===== src/rtl/bb_adc_seq_if.sv =====
// Handshake bundle between the VME read-request side / ADC front end and the BB ADC sequencer.
interface bb_adc_seq_if #(
  parameter int NCHAN = 4,
  parameter int CHW   = 2
);
  logic             strobe;
  logic             readbb;
  logic [NCHAN-1:0] chmask;
  logic             adcbusy;
  logic             bbconv;
  logic [CHW-1:0]   adcch;
  logic             dataready;
  logic [CHW-1:0]   donech;
  logic             lastch;
  logic             timeout;
  logic             active;

  modport master (
    output strobe, readbb, chmask, adcbusy,
    input  bbconv, adcch, dataready, donech, lastch, timeout, active
  );
  modport slave (
    input  strobe, readbb, chmask, adcbusy,
    output bbconv, adcch, dataready, donech, lastch, timeout, active
  );
endinterface


===== src/rtl/bb_adc_seq.sv =====
// Multi-channel BB ADC sequencer: converts each enabled channel NCONV times, lowest index first,
// with a settle pause between conversions and a watchdog on the ADC busy handshake.
module bb_adc_seq #(
  parameter int NCHAN = 4,
  parameter int CHW   = 2,
  parameter int NCONV = 2,
  parameter int PAUSE = 7,
  parameter int TMO   = 255,
  parameter int TW    = 8
) (
  input  logic        clk,
  input  logic        rst,
  bb_adc_seq_if.slave bus
);

  typedef enum logic [2:0] {
    S_IDLE, S_CONV, S_WAIT, S_PAUSE, S_DATA, S_HOLD, S_ERR
  } state_t;

  state_t           state;
  logic [NCHAN-1:0] mask;
  logic [3:0]       conv;
  logic [7:0]       pcnt;
  logic [TW-1:0]    wd;
  logic [NCHAN-1:0] mask_rest;
  logic             wd_hit;

  function automatic logic [CHW-1:0] lowest_set(input logic [NCHAN-1:0] m);
    logic [CHW-1:0] r;
    r = '0;
    for (int i = NCHAN - 1; i >= 0; i--)
      if (m[i]) r = CHW'(i);
    return r;
  endfunction

  function automatic logic [TW-1:0] sat_inc(input logic [TW-1:0] v);
    return (v == {TW{1'b1}}) ? v : v + 1'b1;
  endfunction

  // Mask with the channel being converted removed; anything left is a higher channel.
  assign mask_rest = mask & ~(NCHAN'(1) << bus.adcch);
  // The current cycle is the TMO-th one spent in CONV/WAIT_BUSY.
  assign wd_hit    = (wd >= TW'(TMO - 1));

  always_ff @(posedge clk) begin
    if (rst) begin
      state         <= S_IDLE;
      mask          <= '0;
      conv          <= '0;
      pcnt          <= '0;
      wd            <= '0;
      bus.bbconv    <= 1'b0;
      bus.adcch     <= '0;
      bus.dataready <= 1'b0;
      bus.donech    <= '0;
      bus.lastch    <= 1'b0;
      bus.timeout   <= 1'b0;
      bus.active    <= 1'b0;
    end else begin
      bus.dataready <= 1'b0;
      bus.lastch    <= 1'b0;
      bus.timeout   <= 1'b0;
      case (state)
        S_IDLE: begin
          if (bus.strobe && bus.readbb && (bus.chmask != '0)) begin
            state      <= S_CONV;
            mask       <= bus.chmask;
            bus.adcch  <= lowest_set(bus.chmask);
            conv       <= '0;
            wd         <= '0;
            bus.bbconv <= 1'b1;
            bus.active <= 1'b1;
          end
        end
        S_CONV: begin
          wd <= sat_inc(wd);
          if (wd_hit) begin
            state       <= S_ERR;
            bus.bbconv  <= 1'b0;
            bus.timeout <= 1'b1;
          end else if (bus.adcbusy) begin
            state      <= S_WAIT;
            bus.bbconv <= 1'b0;
          end
        end
        S_WAIT: begin
          wd <= sat_inc(wd);
          if (wd_hit) begin
            state       <= S_ERR;
            bus.timeout <= 1'b1;
          end else if (!bus.adcbusy) begin
            conv <= conv + 4'd1;
            if ((conv + 4'd1) < 4'(NCONV)) begin
              state <= S_PAUSE;
              pcnt  <= '0;
            end else begin
              state         <= S_DATA;
              mask          <= mask_rest;
              bus.dataready <= 1'b1;
              bus.donech    <= bus.adcch;
              bus.lastch    <= (mask_rest == '0);
            end
          end
        end
        S_PAUSE: begin
          if (pcnt == 8'(PAUSE - 1)) begin
            state      <= S_CONV;
            wd         <= '0;
            bus.bbconv <= 1'b1;
          end else begin
            pcnt <= pcnt + 8'd1;
          end
        end
        S_DATA: begin
          if (mask != '0) begin
            state     <= S_PAUSE;
            pcnt      <= '0;
            conv      <= '0;
            bus.adcch <= lowest_set(mask);
          end else begin
            state <= S_HOLD;
          end
        end
        S_HOLD, S_ERR: begin
          if (!bus.strobe) begin
            state      <= S_IDLE;
            bus.active <= 1'b0;
          end
        end
        default: begin
          state      <= S_IDLE;
          bus.bbconv <= 1'b0;
          bus.active <= 1'b0;
        end
      endcase
    end
  end

endmodule

===== src/flat_wrapper.sv =====
// flat-port wrapper written by rule: the top's interface ports become plain ports
module bb_adc_seq_flat 
#(
  parameter int NCHAN = 4,
  parameter int CHW   = 2,
  parameter int NCONV = 2,
  parameter int PAUSE = 7,
  parameter int TMO   = 255,
  parameter int TW    = 8
)
  (clk, rst, bus_strobe, bus_readbb, bus_chmask, bus_adcbusy, bus_bbconv, bus_adcch, bus_dataready, bus_donech, bus_lastch, bus_timeout, bus_active);
  bb_adc_seq_if #(.NCHAN(NCHAN), .CHW(CHW)) bus_i ();
  input  logic clk;
  input  logic rst;
  input wire logic [$bits(bus_i.strobe)-1:0] bus_strobe;
  input wire logic [$bits(bus_i.readbb)-1:0] bus_readbb;
  input wire logic [$bits(bus_i.chmask)-1:0] bus_chmask;
  input wire logic [$bits(bus_i.adcbusy)-1:0] bus_adcbusy;
  output wire logic [$bits(bus_i.bbconv)-1:0] bus_bbconv;
  output wire logic [$bits(bus_i.adcch)-1:0] bus_adcch;
  output wire logic [$bits(bus_i.dataready)-1:0] bus_dataready;
  output wire logic [$bits(bus_i.donech)-1:0] bus_donech;
  output wire logic [$bits(bus_i.lastch)-1:0] bus_lastch;
  output wire logic [$bits(bus_i.timeout)-1:0] bus_timeout;
  output wire logic [$bits(bus_i.active)-1:0] bus_active;
  assign bus_i.strobe = bus_strobe;
  assign bus_i.readbb = bus_readbb;
  assign bus_i.chmask = bus_chmask;
  assign bus_i.adcbusy = bus_adcbusy;
  assign bus_bbconv = bus_i.bbconv;
  assign bus_adcch = bus_i.adcch;
  assign bus_dataready = bus_i.dataready;
  assign bus_donech = bus_i.donech;
  assign bus_lastch = bus_i.lastch;
  assign bus_timeout = bus_i.timeout;
  assign bus_active = bus_i.active;
  bb_adc_seq #(.NCHAN(NCHAN), .CHW(CHW), .NCONV(NCONV), .PAUSE(PAUSE), .TMO(TMO), .TW(TW)) u_core (.clk(clk), .rst(rst), .bus(bus_i));
endmodule

===== config.mk =====
export PLATFORM = sky130hd
export DESIGN_NAME = bb_adc_seq_flat
export DESIGN_NICKNAME = d
export VERILOG_FILES = /design/src/rtl/bb_adc_seq_if.sv /design/src/rtl/bb_adc_seq.sv /design/src/flat_wrapper.sv
export SDC_FILE = /design/constraint.sdc
export NUM_CORES = 1
export LEC_CHECK = 0
export ABC_AREA = 1
export BUFFER_PORTS_ARGS = -buffer_cell sky130_fd_sc_hd__buf_4
export CORE_MARGIN = 5
export CORE_UTILIZATION = 29
export DETAILED_ROUTE_END_ITERATION = 10
export GPL_TIMING_DRIVEN = 1
export PLACE_DENSITY = 0.47
export SLEW_MARGIN = 20
export SYNTH_ARGS = -nofsm -noshare
export SYNTH_HDL_FRONTEND = slang
export SYNTH_SLANG_ARGS = --single-unit

===== constraint.sdc =====
create_clock -name clk -period 1.55 [get_ports clk]
set_clock_uncertainty 0.2 [all_clocks]
set_input_delay 0.31 -clock clk [delete_from_list [all_inputs] [get_ports clk]]
set_output_delay 0.31 -clock clk [all_outputs]
set_load 0.02 [all_outputs]

==> After elaboration in Yosys (flattened, before gate mapping) <==
Cells that the tools add are included.
{ "classes": {"n_div": 0, "eq_ne": 20, "n_lt_le_gt_ge": 2, "shifts": 1, "add_sub_neg": 3, "bitwise_logic": 9, "n_reduce_logical": 27, "mul": 0, "muxes": 50} }
{ "op_table": {"columns": ["op", "count"], "rows": [
  ["8-bit two-way mux", 8],
  ["8-bit one-hot mux with 3 select lines", 2],
  ["4-bit two-way mux", 8],
  ["3-bit two-way mux", 9],
  ["2-bit two-way mux", 10],
  ["3-bit one-hot mux with 6 select lines", 1],
  ["8-bit by 1-bit adder with 8-bit output, second input constant", 2],
  ["5-bit AND reduction", 3],
  ["2-bit != test, second input constant", 6],
  ["4-bit one-hot mux with 3 select lines", 1],
  ["4-bit AND reduction", 3],
  ["4-bit OR reduction", 3],
  ["3-bit equality test, second input constant", 3],
  ["3-bit nonzero test", 3],
  ["8-bit by 3-bit equality test with 1-bit output, second input constant", 1],
  ["8-bit equality test, second input constant", 1],
  ["8-bit >= comparator, second input constant", 1],
  ["2-bit by 1-bit != test with 1-bit output, second input constant", 4],
  ["4-bit one-hot mux with 2 select lines", 1],
  ["4-bit nonzero test", 2],
  ["1-bit two-way mux", 7],
  ["1-bit NOT", 7],
  ["3-bit by 2-bit equality test with 1-bit output, second input constant", 2],
  ["3-bit by 2-bit != test with 1-bit output, second input constant", 2],
  ["other kinds (17)", 22]
]} }
{ "totals": {"memories": 0, "input_bits": 9, "ram_bits": 0, "output_inout_bits": 9, "romBits": 0, "latchBits": 0, "wordCells": 124, "ff_bits": 36} }

==> Longest topological paths before layout <==
Gate-level depths: netlist of the first run.
{ "depth": {"ltp_word": 7, "depth_mapped": 11, "mapped_depth_nobuf": 11} }

==> Least setup slack after synthesis of the first run <==
No wires, ideal clock.
{ "synth_timing": {"path_kind": "flip-flop to flip-flop", "start": "register u_core.conv[0]", "end": "register u_core.mask[1]", "path_buffers": 0, "t_arrival_ns": 1.372, "t_required_ns": 1.280, "stages_incl_launch_ff": 12, "slack_ns": -0.093, "setup_ns": 0.070, "cell_sequence": "dfxtp_1 -> ha_1 -> inv_1 -> nand2_1 -> nand2_1 -> nor2_1 -> nand2_1 -> nand2_2 -> nand2_1 -> nand2_1 -> nand2_1 -> a21oi_1"} }
{ "synth_between": {"elab_chain_cells": 4} }
{ "synth_lines": {"columns": ["item", "line_no", "rtl"], "rows": [
  ["start, declared", "bb_adc_seq.sv:22", "logic [3:0] conv;"],
  ["start signal, assigned", "bb_adc_seq.sv:92", "conv <= conv + 4'd1;"],
  ["4-bit by 1-bit adder with 4-bit output", "bb_adc_seq.sv:93", "if ((conv + 4'd1) < 4'(NCONV)) begin"],
  ["4-bit by 2-bit less-than comparator with 1-bit output", "bb_adc_seq.sv:93", null],
  ["2-bit != test (no source line)", null, null],
  ["5-bit AND reduction (no source line)", null, null],
  ["end signal, assigned", "bb_adc_seq.sv:67", "mask <= bus.chmask;"],
  ["end signal, assigned", "bb_adc_seq.sv:98", "mask <= mask_rest;"],
  ["end, declared", "bb_adc_seq.sv:21", "logic [NCHAN-1:0] mask;"]
]} }
No other way between the ends.
A chain may end at the register's enable or synchronous reset.

==> Worst setup path in the final report of the first run <==
{ "layout_timing": {"start": "register u_core.conv[1]", "end": "register u_core.mask[2]"} }
Same word-level chain as after synthesis.

==> impl_metrics.yaml, run 1 <==
outcome:
  status: "finished with violations"
  violations: "setup timing"
critical_path:
  crit_chain: "ha_4 > inv_2 > nand2_2 > nand2_2 > nor2_2 > nand2_2 > nand2_4 > nand2_4 > nand2_4 > nand2_1 > a21oi_2"
  path_delay_family: "simple AND/OR/NAND/NOR gates"
  start_kind: "register"
  crit_buf_inv: 1
  cp-end-kind: "register"
  max_stage_delay_ns: 0.36
  crit_path_top_delay_cell: "dfxtp_2"
  path_max_fanout: 7
  crit_arrival_ns: 1.67
  path_class: "register to register"
  worstPathRequired_ns: 1.57
placed_design:
  placed_cell_area_um2: 2950
  hpwl_mm: 4.64
  port_buffers: 17
  finalWeightedCongestion: 0.838
  post-place-ws_ns: -0.213
sta:
  setup_ws_ns: -0.0930
  period_share_pct: 106
  setup_tns_ns: -1.69
  worst_pin_slew_ns: 0.343
  layout_min_cycle_time_ns: 1.64
  slew_viol_final: 0
  grt_setup_unrepaired: "yes"
  slew_headroom_pct: 77.1
  setup_viol: 31
  fmax_ghz: 0.609
  hold_violations: 0
global_route:
  first_global_vias: 2349
  grt_antenna_before_repair: 0
  grt_overflow_total: 0
  grt_pass1_wl_mm: 10.4
  grt_max_degree: 25
  grt_usage_pct: 13.2
synth:
  synth_top_area_cell: "dfxtp_1"
  synth_area_leaders: "dfxtp_1, nand2_1, nor2_1"
  synth_cell_types: 30
  synthFlopType: "dfxtp_1"
  synthCells: 345
  yosysSeqAreaShare_pct: 33.1
  synth_edf_count: 0
  ys_ff_latch: 36
  syn_avg_cell_area_um2: 6.31
  syn-num-nets: 359
  synth_area_um2: 2180
  ys_warn_count: 0
  ys_async_sr_fraction_pct: 0
  synthMostInstantiatedCell: "nand2_1"
  yosys-top-cells-count: "nand2_1, nor2_1, inv_1"
  synth.top_cell.area_share_pct: 33.1
final_layout:
  areaGrowthSynthToFinish_pct: 59.5
  drive_gt1_share_pct: 44.4
  num_antenna_cells: 0
  design_area_um2: 3470
  final_util_pct: 47.6
  final_net_count: 454
drt:
  first_iter_violations: 84
  drtPass1Iterations: 4
  viasPerCell: 4.64
  drc: 0
  wl_per_cell_um: 11.8
  vias: 2506
  ant_nets: 0
  wl_mm: 6.40
clock_tree:
  clk_pin_slew_ns: 0.07
  worstSkewPairLatency_ns: 0.29
  hold_buffers: 0
  htreeDepth: 2
  root_buffer: "clkbuf_8"
  ctsLongestPathBuffers: 2
  cts_inserted_buffers: 5
  clkSinkCount: 36
  cts_tree: "built"
floorplan:
  dieArea_um2: 9340
  core-area_um2: 7290
  ios: 18
  initial_core_util_pct: 29.9
  die_x_um: 96.6
  die_y_um: 96.6
  num_rows: 31
worst_hold_path:
  hold_class: "primary input to register"
pwr:
  p_per_area_nw_per_um2: 1370
  vdd_drop_max_uv: 663
  p_leak_nw: 1.53
flow_run:
  maxCapViolations: 0
state kept, by name (all words and copies together), names as in the netlist:
name	flops
u_core.state	3
u_core.bus.dataready	1
u_core.bus.lastch	1
u_core.wd	8
u_core.bus.timeout	1
u_core.bus.donech	2
u_core.bus.adcch	2
u_core.conv	4
u_core.pcnt	8
u_core.mask	4
u_core.bus.bbconv	1
u_core.bus.active	1
cells in the final DEF, fill, tap and decap left out, types with 4 or more instances in the layout:
master    Yosys  layout
nand2_2       1      22
inv_2         1       7
dfxtp_1      36      27
a21oi_2       0       6
nand4_1      10      10
clkbuf_8      0       6
buf_6         0       9
nand2_4       2      10
nor2_1       50      35
o21ai_0      26      11
ha_4          0       4
dfxtp_2       0       7
nor2_4        4      12
a21oi_1      26      20
nand3_1      23      16
o21ai_1       0      13
nand2_1      98      69
nor2_2        2       9
inv_1        38      31
nand3_2       1       6
buf_4         0      83
cell families (layout without fill, tap and decap cells):
logic type | after synthesis | count (layout) | share of synthesized area, %
flip-flops | 36 | 36 | 33.1
buffers and inverters | 43 | 139 | 7.47
AND/OR/NAND/NOR | 201 | 201 | 41.8
adder cells (fa/ha/maj) | 5 | 5 | 2.87
XOR/XNOR | 2 | 2 | 0.805
AO/OA/AOI/OAI | 58 | 58 | 14.0
through the flow:
stage          hold slack (ns)  cells  total power, mW
2_1_floorplan            0.254    345             2.55
3_3_place_gp             0.266    521             3.47
3_5_place_dp             0.285    521             3.48
4_1_cts                  0.118    533             4.54
5_1_grt                  0.176    540             5.15
6_report                 0.159    540             4.77
tightest hold or removal path, cell delays in order:
cell,delay (ns)
buf_4,0.11
inv_1,0.05
nand4_1,0.09
nor4_2,0.05
layer usage:
metal | track usage [%] | wire length (um) | vias to the layer above
met1 | 16.5 | 3050 | 1159
li1 | - | - | 1312
met3 | 2.59 | 109 | 8
met5 | 0 | 0 | -
met4 | 3.78 | 78 | 0
met2 | 23.1 | 3160 | 27
where the power goes:
group / internal (mW) / switching (mW)
registers: 1.11 / 0.153
clock network: 0.363 / 0.336
logic: 1.23 / 1.58
final timing paths:
check                                    start  depth (start not counted)  slack (ns)                                end
max                u_core.conv[1]$_SDFFE_PP0P_                         11       -0.09        u_core.mask[2]$_SDFFE_PP0P_
min reg2reg  u_core.bus.donech[0]$_SDFFE_PP0P_                          2        0.29  u_core.bus.donech[0]$_SDFFE_PP0P_
min                                bus_adcbusy                          4        0.16       u_core.bus.lastch$_SDFF_PP0_
max reg2reg        u_core.conv[1]$_SDFFE_PP0P_                         11       -0.09        u_core.mask[2]$_SDFFE_PP0P_
timing repair:
item                                    CTS  global route
endpoints found under the setup margin   33            34
resized for setup                        65            50
pin swaps                                29            33
setup buffers                             4             7
final cells by class:
type                       instances  area [um^2]
sequential                        36          737
timing repair buffer              92          724
fill                             782         3820
clock buffer                       8         90.1
tap                               99          124
inverter                          39          149
multi-input combinational        266         1650
Note: power is estimated with default switching activity, not from simulation.
==> run 2: changes to the inputs <==
--- a/config.mk
+++ b/config.mk
@@ -7,11 +7,12 @@
 export LEC_CHECK = 0
 export ABC_AREA = 1
 export BUFFER_PORTS_ARGS = -buffer_cell sky130_fd_sc_hd__buf_4
+export CAP_MARGIN = 15
 export CORE_MARGIN = 5
-export CORE_UTILIZATION = 29
+export CORE_UTILIZATION = 28
 export DETAILED_ROUTE_END_ITERATION = 10
 export GPL_TIMING_DRIVEN = 1
-export PLACE_DENSITY = 0.47
+export PLACE_DENSITY = 0.46
 export SLEW_MARGIN = 20
 export SYNTH_ARGS = -nofsm -noshare
 export SYNTH_HDL_FRONTEND = slang
==> impl_metrics.yaml, run 2 (same netlist as run 1, synthesis figures left out) <==
critical_path:
  cp-endpoint: "u_core.pcnt[4]$_SDFFE_PP0P_"
  reg2reg_slack_ns: -0.1
  path_max_fanout: 8
  cp-end-kind: "register"
  worstPathRequired_ns: 1.52
  path_class: "register to register"
  max_stage_delay_ns: 0.36
  start_kind: "register"
  r2r_end: "u_core.pcnt[4]$_SDFFE_PP0P_"
  crit_start: "u_core.conv[0]$_SDFFE_PP0P_"
  crit_path_top_delay_cell: "dfxtp_2"
  crit_chain: "ha_4 > inv_1 > nand2_1 > nand2_1 > nor2_1 > nand2_2 > nand2_4 > nand3_4 > nand2_1 > a21oi_1"
  rr_worst_depth: 10
  crit_arrival_ns: 1.62
  regToRegStartpoint: "u_core.conv[0]$_SDFFE_PP0P_"
  crit_path_frequent_cell: "nand2_1"
sta:
  layout_min_cycle_time_ns: 1.65
  holdWs_ns: 0.153
  setup_ws_ns: -0.0997
  slew_headroom_pct: 78.4
  hold_violations: 0
  period_share_pct: 106
  setup_viol: 27
  worst_pin_slew_ns: 0.322
  fmax_ghz: 0.606
  setup_tns_ns: -1.38
  grt_setup_unrepaired: "yes"
  slew_viol_final: 0
clock_tree:
  cts_inserted_buffers: 5
  clk_pin_slew_ns: 0.07
  htreeDepth: 2
  clkSinkCount: 36
  ctsLongestPathBuffers: 2
  worstSkewPairLatency_ns: 0.29
  root_buffer: "clkbuf_8"
  hold_buffers: 0
  cts_tree: "built"
drt:
  vias: 2410
  drc: 0
  viasPerCell: 4.39
  first_iter_violations: 73
  drtPass1Iterations: 4
  wl_mm: 6.29
  ant_nets: 0
  wl_per_cell_um: 11.5
final_layout:
  multi_input_area_um2: 1580
  drive_gt1_share_pct: 40.7
  final_util_pct: 45.0
  design_area_um2: 3440
  top_regs: "u_core.pcnt: 8 flops, u_core.wd: 8 flops"
  finalNonFillerCells: 549
  fill_cells: 784
  seq_area_um2: 742
  final_net_count: 460
  final_cell_mix: "buf_4, nand2_1, nor2_1"
  final_common_cell: "buf_4"
  num_antenna_cells: 0
  areaGrowthSynthToFinish_pct: 58.1
placed_design:
  hpwl_mm: 4.68
  post-place-ws_ns: -0.233
  port_buffers: 17
  finalWeightedCongestion: 0.833
  placedCellCount: 532
  placed_cell_area_um2: 3010
floorplan:
  num_rows: 32
  initial_core_util_pct: 28.5
  ios: 18
  dieArea_um2: 9640
  core-area_um2: 7650
  die_y_um: 98.2
  die_x_um: 98.2
global_route:
  grtUsageMet2_pct: 22.3
  grt_overflow_total: 0
  met3_usage_pct: 2.71
  first_global_vias: 2336
  grt_pass1_wl_mm: 10.8
  global_route.usage.met1_pct: 17.7
  grt_usage_pct: 13.4
  grt_antenna_before_repair: 0
  grt-busiest-layer: "met2"
  grt_max_degree: 25
pwr:
  internal-power_mw: 2.76
  p_switching_mw: 2.01
  switching_share_pct: 42.1
  vdd_drop_max_uv: 565
  clkPwrFrac_pct: 14.9
  seqPwrFrac_pct: 27.0
  totalPowerFinal_mw: 4.77
  p_per_area_nw_per_um2: 1380
  p_leak_nw: 1.54
  power_frac_comb_pct: 58.1
flow_run:
  maxCapViolations: 0
outcome:
  status: "finished with violations"
  violations: "setup timing"
worst_hold_path:
  hold_class: "primary input to register"
run 2: how the worst min path moves through the flow:
stage	from	to	slack, ns	depth (start not counted)
2_1_floorplan	u_core.pcnt[7]$_SDFFE_PP0P_	u_core.pcnt[7]$_SDFFE_PP0P_	0.25	2
3_3_place_gp	u_core.bus.donech[1]$_SDFFE_PP0P_	u_core.bus.donech[1]$_SDFFE_PP0P_	0.27	2
3_5_place_dp	u_core.bus.bbconv$_SDFFE_PP0P_	u_core.bus.bbconv$_SDFFE_PP0P_	0.28	2
4_1_cts	bus_adcbusy	u_core.bus.lastch$_SDFF_PP0_	0.12	4
5_1_grt	bus_adcbusy	u_core.bus.lastch$_SDFF_PP0_	0.18	4
6_report	bus_adcbusy	u_core.bus.lastch$_SDFF_PP0_	0.15	4
run 2: power groups by stage:
stage	clock [mW]	sequential, mW	combinational [mW]
finish	0.712	1.28	2.77
global route	0.773	1.31	3.08
CTS	0.750	1.27	2.54
detailed placement	0	1.26	2.30
global placement	0	1.26	2.31
floorplan	0	1.31	1.24
run 2: critical path, delay by kind of cell, from the launching register on:
kind                       cells  cell delay (ns)
AOI/OAI and AO/OA              1             0.06
DFF                            1             0.36
adders and majority gates      1             0.13
buffers and inverters          1             0.03
and+or+nand+nor                7             0.74
run 2: final cells by class:
| cell class | instances | area share, % |
|---|---|---|
| timing repair buffer | 98 | 21.9 |
| clock buffer | 8 | 2.62 |
| sequential | 36 | 21.6 |
| inverter | 39 | 4.25 |
| multi-input combinational | 266 | 45.9 |
| tap | 102 | 3.71 |
run 2: timing repair:
| item | CTS | global route |
|---|---|---|
| endpoints found under the setup margin | 34 | 34 |
| buffers inserted | 3 | 6 |
| pin swaps | 20 | 16 |
| resized for setup | 45 | 45 |
run 2: metal layers:
metal  vias up  part of all wire, %  wire [um]
met5         -                    0          0
met4         0                  1.1         72
met3         6                  1.8        116
met2        14                   50       3120
met1      1061                   47       2980
li1       1329                    -          -
==> run 3: changes to the inputs <==
--- a/config.mk
+++ b/config.mk
@@ -8,11 +8,13 @@
 export ABC_AREA = 1
 export BUFFER_PORTS_ARGS = -buffer_cell sky130_fd_sc_hd__buf_4
 export CAP_MARGIN = 15
+export CELL_PAD_IN_SITES_DETAIL_PLACEMENT = 1
+export CELL_PAD_IN_SITES_GLOBAL_PLACEMENT = 1
 export CORE_MARGIN = 5
 export CORE_UTILIZATION = 28
 export DETAILED_ROUTE_END_ITERATION = 10
 export GPL_TIMING_DRIVEN = 1
-export PLACE_DENSITY = 0.46
+export PLACE_DENSITY = 0.6
 export SLEW_MARGIN = 20
 export SYNTH_ARGS = -nofsm -noshare
 export SYNTH_HDL_FRONTEND = slang
==> impl_metrics.yaml, run 3 (same netlist as run 1, synthesis figures left out) <==
outcome:
  status: "finished with violations"
  violations: "setup timing"
final_layout:
  drive_gt1_share_pct: 53.2
  num_antenna_cells: 0
  top_regs: "u_core.pcnt: 8 flops, u_core.wd: 8 flops"
  finalNonFillerCells: 559
  areaGrowthSynthToFinish_pct: 75.9
  final_common_cell: "buf_4"
  final_net_count: 470
  fill_cells: 959
  final_cell_mix: "buf_4, nand2_1, nor2_1"
clock_tree:
  root_buffer: "clkbuf_8"
  cts_tree: "built"
  ctsLongestPathBuffers: 2
  worstSkewPairLatency_ns: 0.30
  clk_pin_slew_ns: 0.08
  hold_buffers: 0
  cts_inserted_buffers: 5
  htreeDepth: 2
  clkSinkCount: 36
floorplan:
  core-area_um2: 7650
  ios: 18
  dieArea_um2: 9640
  initial_core_util_pct: 28.5
  die_x_um: 98.2
  num_rows: 32
  die_y_um: 98.2
worst_hold_path:
  hold-path-cell-count: 4
  hold_class: "primary input to register"
  hold_end: "u_core.bus.lastch$_SDFF_PP0_"
  min_from: "bus_adcbusy"
placed_design:
  placedCellCount: 536
  port_buffers: 17
  post-place-ws_ns: -0.269
  hpwl_mm: 5.49
  finalWeightedCongestion: 0.816
sta:
  worst_pin_slew_ns: 0.445
  grt_setup_unrepaired: "yes"
  fmax_ghz: 0.585
  hold_violations: 0
  setup_viol: 32
  slew_viol_final: 0
  setup_ws_ns: -0.158
  layout_min_cycle_time_ns: 1.71
  period_share_pct: 110
  slew_headroom_pct: 70.1
drt:
  wl_met3_um: 154
  drtPass1Iterations: 4
  wl_met1_mm: 3.28
  drc: 0
  first_iter_violations: 62
  routed.top_layer: "met4"
  ant_nets: 0
  met2_length_mm: 4.32
  vias: 2675
  viasPerCell: 4.79
  wl_mm: 8.00
  wl_per_cell_um: 14.3
global_route:
  grt_max_degree: 25
  first_global_vias: 2757
  grt_antenna_before_repair: 0
  grt_pass1_wl_mm: 12.6
  grt_usage_pct: 15.9
  grt_overflow_total: 0
critical_path:
  regToRegStartpoint: "u_core.state[0]$_SDFFE_PP0P_"
  r2r_end: "u_core.conv[3]$_SDFFE_PP0P_"
  rr_worst_depth: 9
  reg2reg_slack_ns: -0.16
  path_max_fanout: 5
  worstPathRequired_ns: 1.56
  crit_chain: "buf_4 > nor2_4 > buf_6 > nor2_4 > nor3_4 > buf_6 > nand2_2 > nand2_1 > nor2_1"
  path_class: "register to register"
  max_stage_delay_ns: 0.38
  crit_arrival_ns: 1.71
  start_kind: "register"
  crit_path_top_delay_cell: "dfxtp_4"
  cp-end-kind: "register"
pwr:
  p_per_area_nw_per_um2: 1490
  vdd_drop_max_uv: 551
  p_leak_nw: 1.63
  totalPowerFinal_mw: 5.70
flow_run:
  maxCapViolations: 0
==> run 3: changes by cell type in the layout (fill, tap and decap cells not counted), moves of 5 or more <==
cell / previous run / this run
o21ai_1: 9 / 4
nand2_1: 79 / 60
o21ai_2: 4 / 9
buf_6: 5 / 18
inv_1: 32 / 27
a21oi_2: 1 / 12
nand2_2: 9 / 26
nor2_4: 10 / 16
a21oi_1: 25 / 14
==> run 3: worst max-delay path by stage <==
stage,from,end,slack [ns],cells after the start
after global placement,u_core.wd[0]$_SDFFE_PP0P_,u_core.state[1]$_SDFFE_PP0P_,-0.23,10
after floorplan,u_core.wd[0]$_SDFFE_PP0P_,u_core.state[2]$_SDFFE_PP0P_,-0.02,10
after CTS,u_core.wd[0]$_SDFFE_PP0P_,u_core.conv[0]$_SDFFE_PP0P_,-0.11,11
after global routing,u_core.state[2]$_SDFFE_PP0P_,u_core.conv[3]$_SDFFE_PP0P_,-0.26,10
final,u_core.state[0]$_SDFFE_PP0P_,u_core.conv[3]$_SDFFE_PP0P_,-0.16,9
after detailed placement,u_core.wd[0]$_SDFFE_PP0P_,u_core.state[1]$_SDFFE_PP0P_,-0.27,10
==> run 3: report_power, final <==
| part | switching, mW | total (mW) | internal, mW |
|---|---|---|---|
| clock | 0.389 | 0.868 | 0.478 |
| sequential | 0.196 | 1.32 | 1.13 |
| combinational | 1.93 | 3.52 | 1.58 |
==> run 3: final cells by class <==
class / instances / area [um^2] / area share, %
Clock buffer: 6 / 72.6 / 1.89
Clock inverter: 2 / 35.0 / 0.915
Inverter: 39 / 159 / 4.15
Multi-Input combinational cell: 266 / 1800 / 47.0
Sequential cell: 36 / 746 / 19.5
Tap cell: 102 / 128 / 3.33
Timing Repair Buffer: 108 / 891 / 23.3
==> run 3: worst max-delay path, delay by kind of cell (launching register included) <==
kind	cells	cell delay (ns)
flops	1	0.38
buf+inv	3	0.43
simple gates	6	0.61
==> run 3: stage by stage <==
stage	hold slack [ns]	TNS, ns	instance area (um^2)	util (%)
3_5_place_dp	0.277	-4.93	3050	39.9
3_3_place_gp	0.268	-4.27	3050	39.9
6_report	0.196	-2.89	3830	50.1
2_1_floorplan	0.254	-0.117	2230	-
4_1_cts	0.136	-2.53	3400	44.4
5_1_grt	0.199	-5.91	3830	50.1
==> run 3: repair_timing <==
item,in CTS,in global routing
pin swaps,17,46
endpoints found under the setup margin,35,35
gates cloned,0,0
setup buffers,6,9
gates resized for setup,64,109
==> run 3: metal layers <==
metal	up-vias	track usage [%]
met5	-	0
met2	25	30.0
li1	1345	-
met1	1287	18.1
met4	0	4.62
met3	18	2.71
